`src/rtl/fifo_flow_ctrl_pkg.sv`:
```
// Shared definitions for the FIFO flow controller: default geometry, idle-mode
// encoding, handshake FSM states and the per-mode grant thresholds.
package fifo_flow_ctrl_pkg;

    localparam int unsigned ADDRSIZE  = 10;
    localparam int unsigned DEPTH     = 2 ** ADDRSIZE;
    localparam int unsigned NUM_MODES = 6;

    // mode = {widle, ridle}; codes 6 and 7 are illegal
    typedef enum logic [2:0] {
        MODE_0 = 3'd0,
        MODE_1 = 3'd1,
        MODE_2 = 3'd2,
        MODE_3 = 3'd3,
        MODE_4 = 3'd4,
        MODE_5 = 3'd5
    } mode_e;

    typedef enum logic [1:0] {
        ST_IDLE,
        ST_W_ACK,
        ST_R_ACK,
        ST_RELEASE
    } state_e;

    typedef int unsigned thresh_t [NUM_MODES];

    // Minimum free entries to grant a write / used entries to grant a read
    localparam thresh_t WR_THRESH_DEF = '{560, 792, 95, 560, 1, 327};
    localparam thresh_t RD_THRESH_DEF = '{1, 1, 1, 1, 274, 1};

    function automatic logic mode_legal(input logic [2:0] m);
        return m <= 3'(MODE_5);
    endfunction

endpackage

```
`src/rtl/fifo_flow_ctrl_occupancy.sv`:
```
// FIFO occupancy: modular pointer subtract, registered used/free counts and
// full/empty flags (one cycle behind the pointers).
// Ports: clk, rst (sync, active-high), wptr_i/rptr_i binary pointers with wrap
// MSB, used_cnt_o/free_cnt_o counts, wfull_o/rempty_o flags.
module fifo_occupancy #(
    parameter int unsigned ADDRSIZE = 10
) (
    input  logic                clk,
    input  logic                rst,
    input  logic [ADDRSIZE:0]   wptr_i,
    input  logic [ADDRSIZE:0]   rptr_i,
    output logic [ADDRSIZE:0]   used_cnt_o,
    output logic [ADDRSIZE:0]   free_cnt_o,
    output logic                wfull_o,
    output logic                rempty_o
);
    import fifo_flow_ctrl_pkg::*;

    localparam int unsigned      CNT_W    = ADDRSIZE + 1;
    localparam logic [CNT_W-1:0] FULL_CNT = CNT_W'(2 ** ADDRSIZE);

    logic [CNT_W-1:0] used_raw;
    logic [CNT_W-1:0] used_d;
    logic [CNT_W-1:0] used_q;
    logic [CNT_W-1:0] free_q;
    logic             wfull_q;
    logic             rempty_q;

    // Subtract at pointer width so wrap falls out of the modulus
    assign used_raw = wptr_i - rptr_i;
    assign used_d   = (used_raw > FULL_CNT) ? FULL_CNT : used_raw;

    always_ff @(posedge clk) begin
        if (rst) begin
            used_q   <= '0;
            free_q   <= FULL_CNT;
            wfull_q  <= 1'b0;
            rempty_q <= 1'b1;
        end else begin
            used_q   <= used_d;
            free_q   <= FULL_CNT - used_d;
            wfull_q  <= (used_d == FULL_CNT);
            rempty_q <= (used_d == '0);
        end
    end

    // Pointers more than DEPTH apart indicate broken upstream pointer logic
    always_ff @(posedge clk) begin
        if (!rst) begin
            assert (used_raw <= FULL_CNT);
        end
    end

    assign used_cnt_o = used_q;
    assign free_cnt_o = free_q;
    assign wfull_o    = wfull_q;
    assign rempty_o   = rempty_q;

endmodule

```
`src/rtl/fifo_flow_ctrl.sv`:
```
// FIFO flow controller: grants producer writes and consumer reads through a
// four-phase req/ack handshake against per-idle-mode thresholds, with
// alternating priority on contention and an ack-hold watchdog.
// Ports: clk, rst (sync, active-high), wptr/rptr pointers, wreq/rreq requests,
// widle/ridle idle codes, wack/rack acks, wfull/rempty flags, used_cnt/free_cnt
// counts, mode_err/timeout_err one-cycle error pulses.
module fifo_flow_ctrl #(
    parameter int unsigned                 ADDRSIZE  = fifo_flow_ctrl_pkg::ADDRSIZE,
    parameter int unsigned                 TIMEOUT   = 64,
    parameter fifo_flow_ctrl_pkg::thresh_t WR_THRESH = fifo_flow_ctrl_pkg::WR_THRESH_DEF,
    parameter fifo_flow_ctrl_pkg::thresh_t RD_THRESH = fifo_flow_ctrl_pkg::RD_THRESH_DEF
) (
    input  logic                clk,
    input  logic                rst,
    input  logic [ADDRSIZE:0]   wptr,
    input  logic [ADDRSIZE:0]   rptr,
    input  logic                wreq,
    input  logic                rreq,
    input  logic [1:0]          widle,
    input  logic                ridle,
    output logic                wack,
    output logic                rack,
    output logic                wfull,
    output logic                rempty,
    output logic [ADDRSIZE:0]   used_cnt,
    output logic [ADDRSIZE:0]   free_cnt,
    output logic                mode_err,
    output logic                timeout_err
);
    import fifo_flow_ctrl_pkg::*;

    localparam int unsigned WDW = (TIMEOUT > 1) ? $clog2(TIMEOUT) : 1;

    logic [ADDRSIZE:0] used_w;
    logic [ADDRSIZE:0] free_w;
    logic              wfull_w;
    logic              rempty_w;

    fifo_occupancy #(.ADDRSIZE(ADDRSIZE)) u_occ (
        .clk        (clk),
        .rst        (rst),
        .wptr_i     (wptr),
        .rptr_i     (rptr),
        .used_cnt_o (used_w),
        .free_cnt_o (free_w),
        .wfull_o    (wfull_w),
        .rempty_o   (rempty_w)
    );

    logic [2:0]  mode_c;
    logic        mode_ok_c;
    logic [31:0] wr_thr_c;
    logic [31:0] rd_thr_c;
    logic        wok_c;
    logic        rok_c;
    logic        held_req_c;

    state_e         state_q;
    logic           wack_q;
    logic           rack_q;
    logic           prio_w_q;
    logic           owner_w_q;
    logic [WDW-1:0] wdog_q;
    logic           mode_err_q;
    logic           timeout_err_q;

    assign mode_c    = {widle, ridle};
    assign mode_ok_c = mode_legal(mode_c);

    // Threshold lookup; illegal modes never reach a grant decision
    always_comb begin
        wr_thr_c = '0;
        rd_thr_c = '0;
        for (int unsigned i = 0; i < NUM_MODES; i++) begin
            if (mode_c == 3'(i)) begin
                wr_thr_c = WR_THRESH[i];
                rd_thr_c = RD_THRESH[i];
            end
        end
    end

    assign wok_c      = (32'(free_w) >= wr_thr_c) && !wfull_w;
    assign rok_c      = (32'(used_w) >= rd_thr_c) && !rempty_w;
    assign held_req_c = owner_w_q ? wreq : rreq;

    // Handshake FSM with registered acks and error pulses
    always_ff @(posedge clk) begin
        if (rst) begin
            state_q       <= ST_IDLE;
            wack_q        <= 1'b0;
            rack_q        <= 1'b0;
            prio_w_q      <= 1'b1;
            owner_w_q     <= 1'b0;
            wdog_q        <= '0;
            mode_err_q    <= 1'b0;
            timeout_err_q <= 1'b0;
        end else begin
            mode_err_q    <= 1'b0;
            timeout_err_q <= 1'b0;
            case (state_q)
                ST_IDLE: begin
                    if ((wreq || rreq) && !mode_ok_c) begin
                        mode_err_q <= 1'b1;
                    end else if (wreq && wok_c && (!(rreq && rok_c) || prio_w_q)) begin
                        state_q   <= ST_W_ACK;
                        wack_q    <= 1'b1;
                        owner_w_q <= 1'b1;
                        wdog_q    <= '0;
                        if (rreq && rok_c) begin
                            prio_w_q <= 1'b0;
                        end
                    end else if (rreq && rok_c) begin
                        state_q   <= ST_R_ACK;
                        rack_q    <= 1'b1;
                        owner_w_q <= 1'b0;
                        wdog_q    <= '0;
                        if (wreq && wok_c) begin
                            prio_w_q <= 1'b1;
                        end
                    end
                end
                ST_W_ACK, ST_R_ACK: begin
                    if (!held_req_c) begin
                        wack_q  <= 1'b0;
                        rack_q  <= 1'b0;
                        state_q <= ST_RELEASE;
                    end else if ((TIMEOUT != 0) && (wdog_q == WDW'(TIMEOUT - 1))) begin
                        wack_q        <= 1'b0;
                        rack_q        <= 1'b0;
                        timeout_err_q <= 1'b1;
                        state_q       <= ST_RELEASE;
                    end else begin
                        wdog_q <= wdog_q + WDW'(1);
                    end
                end
                ST_RELEASE: begin
                    // Wait out a timed-out requester still holding req high
                    if (!held_req_c) begin
                        state_q <= ST_IDLE;
                    end
                end
                default: state_q <= ST_IDLE;
            endcase
        end
    end

    assign wack        = wack_q;
    assign rack        = rack_q;
    assign wfull       = wfull_w;
    assign rempty      = rempty_w;
    assign used_cnt    = used_w;
    assign free_cnt    = free_w;
    assign mode_err    = mode_err_q;
    assign timeout_err = timeout_err_q;

endmodule

```
`config.mk`:
```
export PLATFORM = sky130hd
export DESIGN_NAME = fifo_flow_ctrl
export DESIGN_NICKNAME = d
export VERILOG_FILES = /design/src/rtl/fifo_flow_ctrl_pkg.sv /design/src/rtl/fifo_flow_ctrl_occupancy.sv /design/src/rtl/fifo_flow_ctrl.sv
export SDC_FILE = /design/constraint.sdc
export NUM_CORES = 1
export LEC_CHECK = 0
export BUFFER_PORTS_ARGS = -buffer_cell sky130_fd_sc_hd__buf_2
export CAP_MARGIN = 20
export CORE_MARGIN = 10
export CORE_UTILIZATION = 50
export CTS_CLUSTER_SIZE = 28
export DETAILED_ROUTE_END_ITERATION = 8
export HOLD_SLACK_MARGIN = 0.15
export PLACE_DENSITY = 0.73
export SLEW_MARGIN = 10
export SYNTH_ARGS = -nofsm -noshare
export SYNTH_HDL_FRONTEND = slang
export SYNTH_SLANG_ARGS = --single-unit
```
`constraint.sdc`:
```
create_clock -name clk -period 6.83 [get_ports clk]
set_clock_uncertainty 0.15 [all_clocks]
set_input_delay 1.0245 -clock clk [delete_from_list [all_inputs] [get_ports clk]]
set_output_delay 1.0245 -clock clk [all_outputs]
set_load 0.05 [all_outputs]
```
==> results.yml <==
logic_synthesis:
  ys_seq_area_share_pct: 27.73
  synth.area.top_cells: "dfxtp_1, ha_1, a21oi_1"
  synth_compound_gate_area_share_pct: 22.81
  synth_largest_area_cell: "dfxtp_1"
  synth_seq_cells: 37
  synth_common_cells: "dfxtp_1, ha_1, inv_1"
  yosys.area_share.simple_pct: 23.75
  synthCells: 298
  synth_fp_nets: 355
  synth_area_sq_um: 2671
  synth_edf_count: 0
  synth_top_family_by_area: "simple AND/OR/NAND/NOR gates"
  synth_xor_area_share_pct: 6.979
  synth_ff_type: "dfxtp_1"
  muxShareOfSynthArea_pct: 0.7963
  yosysUniqueCellTypes: 71
  synthAdderAreaFrac_pct: 13.40
  synth_warnings: 0
  avgSynthCellArea_sq_um: 8.964
  synth_async_sr_flop_share_pct: 0
  yosysMostFrequentCell: "dfxtp_1"
  synth_top_cell_area_share_pct: 27.73
clock_network:
  cts_tree: "yes"
  clockBufferDepth: 2
  cts_made_buffers: 5
  clk_pin_slew_ns: 0.07
  holdBufCountCts: 0
  cts_resized: 0
  htreeDepth: 2
  post-cts-setup-buffers: 0
  root_buffer: "clkbuf_8"
  insertion_delay_ns: 0.28
  cts.sinks: 37
worst_setup_path:
  crit_buf_inv: 2
  crit_path_max_fanout: 6
  critPathTopFamily: "compound AO/OA/AOI/OAI gates"
  slowest_delay_ns: 0.47
  cpMaxStageDelayCell: "fa_1"
  critical_path_class: "primary input to flop"
  path_cells: "buf_2, inv_1, ha_1, fa_1, nor2b_4, o22ai_1, xnor2_1, nor3_2, and3_4, a41o_2, nand2b_1, ha_1, a21boi_1, a41o_1, o21bai_1"
  crit_path_end_kind: "flop"
  arrival_ns: 4.10
  start_kind: "primary input"
  cp.required_ns: 6.90
  crit_top_cell: "ha_1"
power:
  power_leakage_nw: 1.416
  power_w: 0.0009746
  ir_drop_v: 0.0001449
  power_density_nw_per_um2: 313.5
min_path:
  hold_class: "flop to flop"
global_route:
  grt_pass1_vias: 2225
  grt_start_max_net_pins: 25
  antenna_found_initial: 0
  grt_pass1_wl_um: 10090
  grt_usage_pct: 13.86
  grt_remaining_overflow: 0
detailed_routing:
  via_per_inst: 5.402
  vias: 2296
  wl_per_cell_um: 13.97
  drc: 0
  dr.pass1.iters: 4
  ant_nets: 0
  drt-total-wl_um: 5939
  drt_first_iter_violations: 118
timing:
  tightestPinTransition_ns: 0.5628
  timing.fmax_ghz: 0.2481
  max_slew_margin_pct: 62.32
  setup_viol: 0
  rsz0062_at_grt: "no"
  finalCritPeriodShare_pct: 59.02
  final-hold-violation-count: 0
  tns_ns: 0
  min_period_ns: 4.031
  slew_violations: 0
floorplanning:
  pin_count: 57
  dieHeight_um: 93.10
  std_cell_rows: 26
  coreArea_sq_um: 5140
  die_w_um: 93.10
  start_util_pct: 51.97
  dieArea_sq_um: 8667
finish:
  syn_to_final_growth_pct: 16.39
  final_area_sq_um: 3109
  num_antenna_cells: 0
  nNetsFinal: 411
  drive_gt1_share_pct: 28.73
run:
  drv_cap: 0
placed_design:
  dpl-instance-area_sq_um: 2993
  hpwl_um: 4840
  gp_congestion: 0.8312
  port_buffers: 56
status:
  status: "completed"
-- final timing paths --
kind	startpoint	slack, ns	cells past startpoint	end
setup / recovery	wptr[0]	2.80	15	u_occ.free_cnt_o[10]
hold / removal	rack	0.32	2	rack
setup reg to reg	u_occ.free_cnt_o[0]	4.07	10	state_q[0]
hold reg to reg	rack	0.32	2	rack
-- cells in the final DEF (no fill, tap or decap), types with 5 or more instances in the layout --
cell	n
buf_2	56
dfxtp_1	37
ha_1	27
inv_1	20
nor2_1	19
a21oi_1	19
nand2_1	16
nor3_1	12
nand3_1	11
nand2b_1	10
o21ai_0	9
xnor2_1	7
nor2_2	7
clkbuf_8	6
o21a_1	5
xor2_1	5
-- flip-flops by register name, indices dropped and copies added, names as in the netlist --
name and cells:
rack 1, timeout_err 1, prio_w_q 1, u_occ.rempty_o 1, wdog_q 6, mode_err 1, owner_w_q 1, u_occ.used_cnt_o 10
wack 1, u_occ.wfull_o 1, u_occ.free_cnt_o 11, state_q 2
-- where the power goes --
group	switching (W)	internal, W
clock	0.0000726	0.000119
combinational	0.000335	0.000170
sequential	0.0000247	0.000253
total	0.000432	0.000542
-- metal layers --
metal / GRT usage [%] / vias to the layer above / wire [um]
li1: - / 1178 / -
met1: 17.01 / 1046 / 2747
met2: 22.55 / 67 / 2698
met3: 3.357 / 5 / 407
met4: 5.913 / 0 / 85
met5: 0 / - / 0
-- cells by family after synthesis --
group,Yosys count
and+or+nand+nor,108
AOI/OAI and AO/OA,79
DFF,37
adders and majority gates,28
buffers and inverters,27
xor gates and xnor gates,17
muxes,2
-- worst register-to-register path, stage by stage, from the launching register on --
cell       delay [ns]
dfxtp_1          0.34
inv_1            0.07
ha_1             0.29
nand2b_4         0.15
a2111oi_4        0.35
o21ai_2          0.11
a2111oi_4        0.43
o21ai_1          0.21
o21ai_2          0.25
a21oi_1          0.06
a221oi_1         0.27
-- layout make-up --
| cell class | instances | area, sq um |
|---|---|---|
| inverter | 20 | 75.07 |
| timing repair buffer | 56 | 280.3 |
| multi-input combinational | 234 | 1809 |
| fill | 495 | 2031 |
| clock inverter | 1 | 30.03 |
| sequential | 37 | 740.7 |
| clock buffer | 7 | 86.33 |
| tap | 70 | 87.58 |
-- per-stage QoR --
stage / instances / setup WS, ns / hold slack [ns] / utilization, %
floorplan: 298 / 2.794 / 0.2986 / -
global placement: 417 / 2.605 / 0.3065 / 58.23
detailed placement: 417 / 2.530 / 0.3113 / 58.23
CTS: 425 / 2.833 / 0.3242 / 60.49
global route: 425 / 2.610 / 0.3587 / 60.49
finish: 425 / 2.799 / 0.3209 / 60.49
No activity file was read; power rests on OpenSTA's default activity.
